## config.mk

```make
export PLATFORM = sky130hd
export DESIGN_NAME = ex_operand_stage_flat
export DESIGN_NICKNAME = d
export VERILOG_FILES = /design/src/rtl/ex_operand_if.sv /design/src/rtl/ex_operand_stage.sv /design/src/flat_wrapper.sv
export SDC_FILE = /design/constraint.sdc
export NUM_CORES = 1
export LEC_CHECK = 0
export ABC_AREA = 1
export ABC_CLOCK_PERIOD_IN_PS = 4100
export CAP_MARGIN = 20
export CORE_MARGIN = 1
export CORE_UTILIZATION = 40
export CTS_CLUSTER_SIZE = 28
export DETAILED_ROUTE_END_ITERATION = 7
export PLACE_DENSITY = 0.75
export RECOVER_POWER = 25
export SLEW_MARGIN = 20
export SYNTH_ARGS = -nofsm -noshare
export SYNTH_HDL_FRONTEND = slang
export SYNTH_SLANG_ARGS = --single-unit
```

## constraint.sdc

```tcl
create_clock -name clk -period 4.1 [get_ports clk]
set_clock_uncertainty 0.2 [all_clocks]
set_input_delay 1.025 -clock clk [delete_from_list [all_inputs] [get_ports clk]]
set_output_delay 1.025 -clock clk [all_outputs]
set_load 0.005 [all_outputs]
```

## src/rtl/ex_operand_if.sv

```systemverilog
// ID/EX operand-stage bus: decoded instruction in, forwarding taps,
// hold/flush control, and ALU operand/control bundle out.
interface ex_operand_if #(
    parameter int W  = 32,
    parameter int RA = 5
);
    logic          id_valid;
    logic [W-1:0]  id_rs_data;
    logic [W-1:0]  id_rt_data;
    logic [W-1:0]  id_imm;
    logic [RA-1:0] id_rs;
    logic [RA-1:0] id_rt;
    logic [RA-1:0] id_rd;
    logic [2:0]    id_alu_op;
    logic          id_alu_src;
    logic          id_reg_write;
    logic          id_mem_read;
    logic          id_mem_write;
    logic          id_mem_to_reg;

    logic          exmem_reg_write;
    logic [RA-1:0] exmem_rd;
    logic [W-1:0]  exmem_result;
    logic          memwb_reg_write;
    logic [RA-1:0] memwb_rd;
    logic [W-1:0]  memwb_result;

    logic          ex_hold;
    logic          flush;

    logic          id_stall;
    logic          ex_valid;
    logic [W-1:0]  alu_in1;
    logic [W-1:0]  alu_in2;
    logic [2:0]    alu_op;
    logic [W-1:0]  ex_store_data;
    logic [RA-1:0] ex_rd;
    logic          ex_reg_write;
    logic          ex_mem_read;
    logic          ex_mem_write;
    logic          ex_mem_to_reg;

    modport master (
        output id_valid, id_rs_data, id_rt_data, id_imm,
        output id_rs, id_rt, id_rd, id_alu_op, id_alu_src,
        output id_reg_write, id_mem_read, id_mem_write, id_mem_to_reg,
        output exmem_reg_write, exmem_rd, exmem_result,
        output memwb_reg_write, memwb_rd, memwb_result,
        output ex_hold, flush,
        input  id_stall, ex_valid, alu_in1, alu_in2, alu_op,
        input  ex_store_data, ex_rd, ex_reg_write,
        input  ex_mem_read, ex_mem_write, ex_mem_to_reg
    );

    modport slave (
        input  id_valid, id_rs_data, id_rt_data, id_imm,
        input  id_rs, id_rt, id_rd, id_alu_op, id_alu_src,
        input  id_reg_write, id_mem_read, id_mem_write, id_mem_to_reg,
        input  exmem_reg_write, exmem_rd, exmem_result,
        input  memwb_reg_write, memwb_rd, memwb_result,
        input  ex_hold, flush,
        output id_stall, ex_valid, alu_in1, alu_in2, alu_op,
        output ex_store_data, ex_rd, ex_reg_write,
        output ex_mem_read, ex_mem_write, ex_mem_to_reg
    );
endinterface

```

## src/rtl/ex_operand_stage.sv

```systemverilog
// ID/EX pipeline register with operand forwarding, load-use
// stall/bubble insertion, hold and flush.
module ex_operand_stage #(
    parameter int W  = 32,
    parameter int RA = 5
) (
    input  logic          clk,
    input  logic          rst,
    ex_operand_if.slave   bus
);
    typedef struct packed {
        logic          valid;
        logic [W-1:0]  rs_data;
        logic [W-1:0]  rt_data;
        logic [W-1:0]  imm;
        logic [RA-1:0] rs;
        logic [RA-1:0] rt;
        logic [RA-1:0] rd;
        logic [2:0]    alu_op;
        logic          alu_src;
        logic          reg_write;
        logic          mem_read;
        logic          mem_write;
        logic          mem_to_reg;
    } stage_t;

    stage_t        stage_q;
    stage_t        stage_d;
    logic          load_use;
    logic          rt_used;
    logic [W-1:0]  fwd_rs;
    logic [W-1:0]  fwd_rt;

    // Load-use hazard: a load in EX feeding a source the ID instruction reads
    always_comb begin
        rt_used  = ~bus.id_alu_src | bus.id_mem_write;
        load_use = stage_q.valid & stage_q.mem_read
                 & (stage_q.rd != '0) & bus.id_valid
                 & ((stage_q.rd == bus.id_rs)
                    | ((stage_q.rd == bus.id_rt) & rt_used));
    end

    // Next stage contents: flush > hold > load-use bubble > capture ID
    always_comb begin
        stage_d = stage_q;
        if (bus.flush) begin
            stage_d = '0;
        end else if (bus.ex_hold) begin
            stage_d = stage_q;
        end else if (load_use) begin
            stage_d = '0;
        end else begin
            stage_d.valid      = bus.id_valid;
            stage_d.rs_data    = bus.id_rs_data;
            stage_d.rt_data    = bus.id_rt_data;
            stage_d.imm        = bus.id_imm;
            stage_d.rs         = bus.id_rs;
            stage_d.rt         = bus.id_rt;
            stage_d.rd         = bus.id_rd;
            stage_d.alu_op     = bus.id_alu_op;
            stage_d.alu_src    = bus.id_alu_src;
            stage_d.reg_write  = bus.id_reg_write;
            stage_d.mem_read   = bus.id_mem_read;
            stage_d.mem_write  = bus.id_mem_write;
            stage_d.mem_to_reg = bus.id_mem_to_reg;
        end
    end

    // Stage register, cleared immediately on reset
    always_ff @(posedge clk or posedge rst) begin
        if (rst) begin
            stage_q <= '0;
        end else begin
            stage_q <= stage_d;
        end
    end

    // Forwarding per source: EX/MEM beats MEM/WB, r0 never forwarded
    always_comb begin
        fwd_rs = stage_q.rs_data;
        if (bus.exmem_reg_write && bus.exmem_rd != '0
            && bus.exmem_rd == stage_q.rs) begin
            fwd_rs = bus.exmem_result;
        end else if (bus.memwb_reg_write && bus.memwb_rd != '0
                     && bus.memwb_rd == stage_q.rs) begin
            fwd_rs = bus.memwb_result;
        end

        fwd_rt = stage_q.rt_data;
        if (bus.exmem_reg_write && bus.exmem_rd != '0
            && bus.exmem_rd == stage_q.rt) begin
            fwd_rt = bus.exmem_result;
        end else if (bus.memwb_reg_write && bus.memwb_rd != '0
                     && bus.memwb_rd == stage_q.rt) begin
            fwd_rt = bus.memwb_result;
        end
    end

    // ALU operand select and stage outputs
    always_comb begin
        bus.id_stall      = load_use | bus.ex_hold;
        bus.ex_valid      = stage_q.valid;
        bus.alu_in1       = fwd_rs;
        bus.alu_in2       = stage_q.alu_src ? stage_q.imm : fwd_rt;
        bus.alu_op        = stage_q.alu_op;
        bus.ex_store_data = fwd_rt;
        bus.ex_rd         = stage_q.rd;
        bus.ex_reg_write  = stage_q.reg_write;
        bus.ex_mem_read   = stage_q.mem_read;
        bus.ex_mem_write  = stage_q.mem_write;
        bus.ex_mem_to_reg = stage_q.mem_to_reg;
    end
endmodule

```

## src/flat_wrapper.sv

```systemverilog
// flat-port wrapper written by rule: the top's interface ports become plain ports
module ex_operand_stage_flat 
#(
    parameter int W  = 32,
    parameter int RA = 5
)
  (clk, rst, bus_id_valid, bus_id_rs_data, bus_id_rt_data, bus_id_imm, bus_id_rs, bus_id_rt, bus_id_rd, bus_id_alu_op, bus_id_alu_src, bus_id_reg_write, bus_id_mem_read, bus_id_mem_write, bus_id_mem_to_reg, bus_exmem_reg_write, bus_exmem_rd, bus_exmem_result, bus_memwb_reg_write, bus_memwb_rd, bus_memwb_result, bus_ex_hold, bus_flush, bus_id_stall, bus_ex_valid, bus_alu_in1, bus_alu_in2, bus_alu_op, bus_ex_store_data, bus_ex_rd, bus_ex_reg_write, bus_ex_mem_read, bus_ex_mem_write, bus_ex_mem_to_reg);
  ex_operand_if #(.W(W), .RA(RA)) bus_i ();
  input  logic clk;
  input  logic rst;
  input wire logic [$bits(bus_i.id_valid)-1:0] bus_id_valid;
  input wire logic [$bits(bus_i.id_rs_data)-1:0] bus_id_rs_data;
  input wire logic [$bits(bus_i.id_rt_data)-1:0] bus_id_rt_data;
  input wire logic [$bits(bus_i.id_imm)-1:0] bus_id_imm;
  input wire logic [$bits(bus_i.id_rs)-1:0] bus_id_rs;
  input wire logic [$bits(bus_i.id_rt)-1:0] bus_id_rt;
  input wire logic [$bits(bus_i.id_rd)-1:0] bus_id_rd;
  input wire logic [$bits(bus_i.id_alu_op)-1:0] bus_id_alu_op;
  input wire logic [$bits(bus_i.id_alu_src)-1:0] bus_id_alu_src;
  input wire logic [$bits(bus_i.id_reg_write)-1:0] bus_id_reg_write;
  input wire logic [$bits(bus_i.id_mem_read)-1:0] bus_id_mem_read;
  input wire logic [$bits(bus_i.id_mem_write)-1:0] bus_id_mem_write;
  input wire logic [$bits(bus_i.id_mem_to_reg)-1:0] bus_id_mem_to_reg;
  input wire logic [$bits(bus_i.exmem_reg_write)-1:0] bus_exmem_reg_write;
  input wire logic [$bits(bus_i.exmem_rd)-1:0] bus_exmem_rd;
  input wire logic [$bits(bus_i.exmem_result)-1:0] bus_exmem_result;
  input wire logic [$bits(bus_i.memwb_reg_write)-1:0] bus_memwb_reg_write;
  input wire logic [$bits(bus_i.memwb_rd)-1:0] bus_memwb_rd;
  input wire logic [$bits(bus_i.memwb_result)-1:0] bus_memwb_result;
  input wire logic [$bits(bus_i.ex_hold)-1:0] bus_ex_hold;
  input wire logic [$bits(bus_i.flush)-1:0] bus_flush;
  output wire logic [$bits(bus_i.id_stall)-1:0] bus_id_stall;
  output wire logic [$bits(bus_i.ex_valid)-1:0] bus_ex_valid;
  output wire logic [$bits(bus_i.alu_in1)-1:0] bus_alu_in1;
  output wire logic [$bits(bus_i.alu_in2)-1:0] bus_alu_in2;
  output wire logic [$bits(bus_i.alu_op)-1:0] bus_alu_op;
  output wire logic [$bits(bus_i.ex_store_data)-1:0] bus_ex_store_data;
  output wire logic [$bits(bus_i.ex_rd)-1:0] bus_ex_rd;
  output wire logic [$bits(bus_i.ex_reg_write)-1:0] bus_ex_reg_write;
  output wire logic [$bits(bus_i.ex_mem_read)-1:0] bus_ex_mem_read;
  output wire logic [$bits(bus_i.ex_mem_write)-1:0] bus_ex_mem_write;
  output wire logic [$bits(bus_i.ex_mem_to_reg)-1:0] bus_ex_mem_to_reg;
  assign bus_i.id_valid = bus_id_valid;
  assign bus_i.id_rs_data = bus_id_rs_data;
  assign bus_i.id_rt_data = bus_id_rt_data;
  assign bus_i.id_imm = bus_id_imm;
  assign bus_i.id_rs = bus_id_rs;
  assign bus_i.id_rt = bus_id_rt;
  assign bus_i.id_rd = bus_id_rd;
  assign bus_i.id_alu_op = bus_id_alu_op;
  assign bus_i.id_alu_src = bus_id_alu_src;
  assign bus_i.id_reg_write = bus_id_reg_write;
  assign bus_i.id_mem_read = bus_id_mem_read;
  assign bus_i.id_mem_write = bus_id_mem_write;
  assign bus_i.id_mem_to_reg = bus_id_mem_to_reg;
  assign bus_i.exmem_reg_write = bus_exmem_reg_write;
  assign bus_i.exmem_rd = bus_exmem_rd;
  assign bus_i.exmem_result = bus_exmem_result;
  assign bus_i.memwb_reg_write = bus_memwb_reg_write;
  assign bus_i.memwb_rd = bus_memwb_rd;
  assign bus_i.memwb_result = bus_memwb_result;
  assign bus_i.ex_hold = bus_ex_hold;
  assign bus_i.flush = bus_flush;
  assign bus_id_stall = bus_i.id_stall;
  assign bus_ex_valid = bus_i.ex_valid;
  assign bus_alu_in1 = bus_i.alu_in1;
  assign bus_alu_in2 = bus_i.alu_in2;
  assign bus_alu_op = bus_i.alu_op;
  assign bus_ex_store_data = bus_i.ex_store_data;
  assign bus_ex_rd = bus_i.ex_rd;
  assign bus_ex_reg_write = bus_i.ex_reg_write;
  assign bus_ex_mem_read = bus_i.ex_mem_read;
  assign bus_ex_mem_write = bus_i.ex_mem_write;
  assign bus_ex_mem_to_reg = bus_i.ex_mem_to_reg;
  ex_operand_stage #(.W(W), .RA(RA)) u_core (.clk(clk), .rst(rst), .bus(bus_i));
endmodule
```

==> key figures <==
Pwr
  – Part of the total power dissipated in sequential elements: about a third
  – Power after layout: 3.93 mW
  – Combinational fraction of design power: approximately 25%
  – Power per Cell Area: 296 nW/um^2
  – Worst IR drop on VDD: 0.000280 V
  – Clock Power Share: 42.4%
  – Leakage: 7.71 nW
  – Switching part of the total power: 27.8%
  – Sw power: 1.09 mW
  – Internal power consumption: about 2.8 mW

Critical path
  – Critical Path RT: 2.87 ns
  – CP startpoint kind: primary input
  – Worst Setup Path Type: in -> out
  – Arrival time at the worst endpoint: a little under 3 ns
  – Dominant cell type by count on the critical path: sky130_fd_sc_hd__clkdlybuf4s50_1
  – Critical path cell sequence: clkdlybuf4s50_1 > nand2_2 > buf_4 > nor3_4 > buf_6 > buf_12 > nand3_1 > and2_4 > clkdlybuf4s50_1
  – CP max stage delay: 0.48 ns
  – Setup slack of the worst register-to-register path: ~1.2 ns
  – Setup crit end kind: output port
  – Top fanout value on the critical path: 7
  – Master of the slowest instance on the critical path: sky130_fd_sc_hd__clkdlybuf4s50_1

Clock network
  – Number of H-tree branching levels: 4
  – CTS sink count: 120
  – Number of buffers on the longest clock path: 2
  – Count of hold buffers inserted by post-cts repair: 0
  – CTS tree: yes
  – Clock insertion delay at the later pin of the skew report: 0.43 ns
  – CTS clock-pin slew for the worst setup and hold paths: 0.05 ns
  – TritonCTS Buffers: 17
  – Clock root buffer master: sky130_fd_sc_hd__clkbuf_16

Route
  – Post-detailed-route via-to-cell ratio: 5.18
  – Per-cell routed wire length: 17.5 um
  – Wirelength, routed: 34600 um
  – Post-DRT Antenna Nets: 0
  – DR vias: between 10k and 15k
  – Pre-antenna DRT Iters: 8
  – Number of remaining DRC errors: 0
  – Iteration-0 DRC Markers: 830

Yosys
  – Number of nets produced by synthesis: 1590
  – Seq cells post-synth: 120
  – Sequential cell area fraction in the yosys report: 34.8%
  – Summed instance area of the synthesized netlist: 8640 um^2
  – Synth Instances: 1390
  – Yosys warning total: 0
  – Synthesized area per cell: 6.21 um^2
  – Count of cell types in the netlist: 25

Floorplanning
  – Placeable Area: 21100 um^2
  – Count of pins on the block boundary: 310
  – Initial standard-cell utilization of the core: 41.0%
  – Height of the die: 149 um
  – Number of rows in the core area: 53
  – Full die area: 22200 um^2
  – Die W: 149 um

Layout
  – # nets final: 1883
  – Fill cells: 1990
  – Max reg flops: 107
  – Final non-filler cell area: 13300 um^2
  – Area added between synthesis and finish: 53.8%
  – Non-filler cells in the finished layout: 1972
  – Most flops, register: u_core.stage_q
  – Fraction of final layout cells sized beyond drive strength 1: 8.32%

Timing
  – Transition time at the pin with the least slew margin: roughly 1.6 ns
  – Setup Viol. Count Final: 3
  – Tcrit/Tclk final: 101%
  – Clock period minus final worst setup slack: around 4.2 ns
  – Max_slew headroom: -4.26%
  – Unrepaired setup endpoints after global routing: true
  – TNS Setup: -0.116 ns
  – Final count of pins violating max slew: 28
  – Final number of hold-violating endpoints: 0
  – Highest achievable clock rate: between 0.2 and 0.25 GHz
  – Setup ws final: -0.0529 ns

Global routing
  – Global Route Usage Sum: 30.7%
  – Pin count of the biggest net entering global routing: 121
  – Initial antenna violation count: 2
  – Overflow left after global routing: 0
  – Via count of the first global-routing pass: 9804
  – Global-route wire length before repair: 52100 um

Placement
  – Detailed Place HPWL: 21900 um
  – Placed cells: roughly 1.9k
  – Port Buffers: 309
  – Gp weighted congestion: 0.892
  – Placed Area: 12100 um^2

Run status
  – Violations in the final reports: max-capacitance violations, max-slew violations, negative setup slack
  – Outcome: finished with violations

Flow run
  – Max-cap viol count: 1

Worst hold path
  – Min-delay worst type: reg -> reg
==> layout by cell type (no fill, tap or decap), types with 3 or more instances in the layout <==
master and instances:
sky130_fd_sc_hd__and2_1 29, sky130_fd_sc_hd__clkbuf_8 6, sky130_fd_sc_hd__xor2_1 13, sky130_fd_sc_hd__buf_4 32
sky130_fd_sc_hd__nand2_1 380, sky130_fd_sc_hd__and2_4 3, sky130_fd_sc_hd__buf_6 9, sky130_fd_sc_hd__clkdlybuf4s50_1 205
sky130_fd_sc_hd__o21ai_1 28, sky130_fd_sc_hd__inv_1 224, sky130_fd_sc_hd__dlymetal6s2s_1 27, sky130_fd_sc_hd__nand3_2 7
sky130_fd_sc_hd__nor2_4 5, sky130_fd_sc_hd__nor2_1 129, sky130_fd_sc_hd__clkbuf_16 21, sky130_fd_sc_hd__nand3_1 277
sky130_fd_sc_hd__xnor2_1 7, sky130_fd_sc_hd__nand2_2 4, sky130_fd_sc_hd__o21ai_0 3, sky130_fd_sc_hd__dfrtp_1 120
sky130_fd_sc_hd__dlygate4sd2_1 69, sky130_fd_sc_hd__buf_12 17, sky130_fd_sc_hd__bufinv_16 4, sky130_fd_sc_hd__nor3_1 3
sky130_fd_sc_hd__nand3_4 3, sky130_fd_sc_hd__nand4_1 33
==> metrics by stage <==
step / util [%] / hold slack (ns) / setup slack [ns]
2_1_floorplan: - / 0.249 / 0.899
4_1_cts: 61.8 / 0.280 / -0.0584
5_1_grt: 63.0 / 0.290 / -0.131
3_5_place_dp: 57.5 / 0.264 / -0.278
6_report: 63.0 / 0.278 / -0.0529
3_3_place_gp: 57.5 / 0.262 / -0.227
==> critical path, delay by kind of cell <==
kind	cells	cell delay [ns]
buffers and inverters	5	1.35
AND/OR/NAND/NOR	4	0.54
==> kinds of logic after synthesis <==
family	after synthesis	share of synthesized area, %
buffers and inverters	331	15.9
and+or+nand+nor	880	44.9
AOI/OAI and AO/OA	35	2.04
xor gates and xnor gates	24	2.43
DFF	120	34.8
==> power groups by stage <==
| stage | clock, mW | combinational (mW) | sequential (mW) |
|---|---|---|---|
| after floorplan | 0 | 0.406 | 1.30 |
| after CTS | 1.68 | 0.943 | 1.30 |
| after global placement | 0 | 0.940 | 1.31 |
| final | 1.67 | 0.966 | 1.30 |
| after detailed placement | 0 | 0.945 | 1.31 |
| after global routing | 1.74 | 1.05 | 1.30 |
==> cells in the mapped netlist <==
cell type	number	area, um^2
sky130_fd_sc_hd__nor2_2	3	18.8
sky130_fd_sc_hd__buf_4	18	135
sky130_fd_sc_hd__o21ai_0	5	25.0
sky130_fd_sc_hd__nor3_1	4	20.0
sky130_fd_sc_hd__xor2_1	15	131
sky130_fd_sc_hd__dfrtp_1	120	3000
sky130_fd_sc_hd__nor3_4	1	16.3
sky130_fd_sc_hd__buf_1	6	22.5
sky130_fd_sc_hd__inv_2	1	3.75
sky130_fd_sc_hd__nor2_1	132	495
sky130_fd_sc_hd__buf_6	3	33.8
sky130_fd_sc_hd__nand3_2	2	20.0
sky130_fd_sc_hd__and2_1	32	200
sky130_fd_sc_hd__nand2_1	384	1440
sky130_fd_sc_hd__a21oi_1	2	10.0
sky130_fd_sc_hd__nand2_2	2	12.5
sky130_fd_sc_hd__clkbuf_1	47	176
sky130_fd_sc_hd__buf_2	29	145
sky130_fd_sc_hd__xnor2_1	9	78.8
sky130_fd_sc_hd__inv_1	227	852
sky130_fd_sc_hd__o21ai_1	27	135
sky130_fd_sc_hd__o22ai_1	1	6.26
sky130_fd_sc_hd__nand3_1	285	1430
sky130_fd_sc_hd__nor3_2	2	20.0
sky130_fd_sc_hd__nand4_1	33	206
==> layout make-up <==
| type | instances | area [um^2] | area share [%] |
|---|---|---|---|
| clock inverters | 7 | 138 | 1.04 |
| diodes | 2 | 5.00 | 0.0377 |
| clock buffers | 24 | 512 | 3.85 |
| multi-input cells | 939 | 4440 | 33.4 |
| inverters | 228 | 860 | 6.47 |
| repair buffers | 377 | 3980 | 30.0 |
| well taps | 275 | 344 | 2.59 |
| flip-flops and latches | 120 | 3000 | 22.6 |
==> layer usage <==
layer | global-route usage (%) | share of wire (%)
met5 | 0 | 0
met4 | 13.1 | 3.1
met3 | 7.77 | 9.7
met2 | 49.5 | 47
met1 | 38.8 | 41
==> what timing repair did <==
item	in CTS	in global routing
setup endpoints to repair	96	41
setup buffers	10	8
gates resized for setup	109	53
cloned	5	4
pin swaps	10	15
==> worst paths after layout <==
check | startpoint | cells past startpoint | end
hold reg to reg | u_core.stage_q[105]$_DFFE_PP0P_ | 2 | u_core.stage_q[105]$_DFFE_PP0P_
hold / removal | u_core.stage_q[105]$_DFFE_PP0P_ | 2 | u_core.stage_q[105]$_DFFE_PP0P_
setup / recovery | bus_exmem_reg_write | 9 | bus_ex_store_data[20]
max in group asynchronous | rst | 3 | u_core.stage_q[86]$_DFFE_PP0P_
min in group asynchronous | rst | 2 | u_core.stage_q[88]$_DFFE_PP0P_
setup reg to reg | u_core.bus.ex_rd[1]$_DFFE_PP0P_ | 9 | u_core.stage_q[97]$_DFFE_PP0P_
Power figures use the tool's default switching activity.
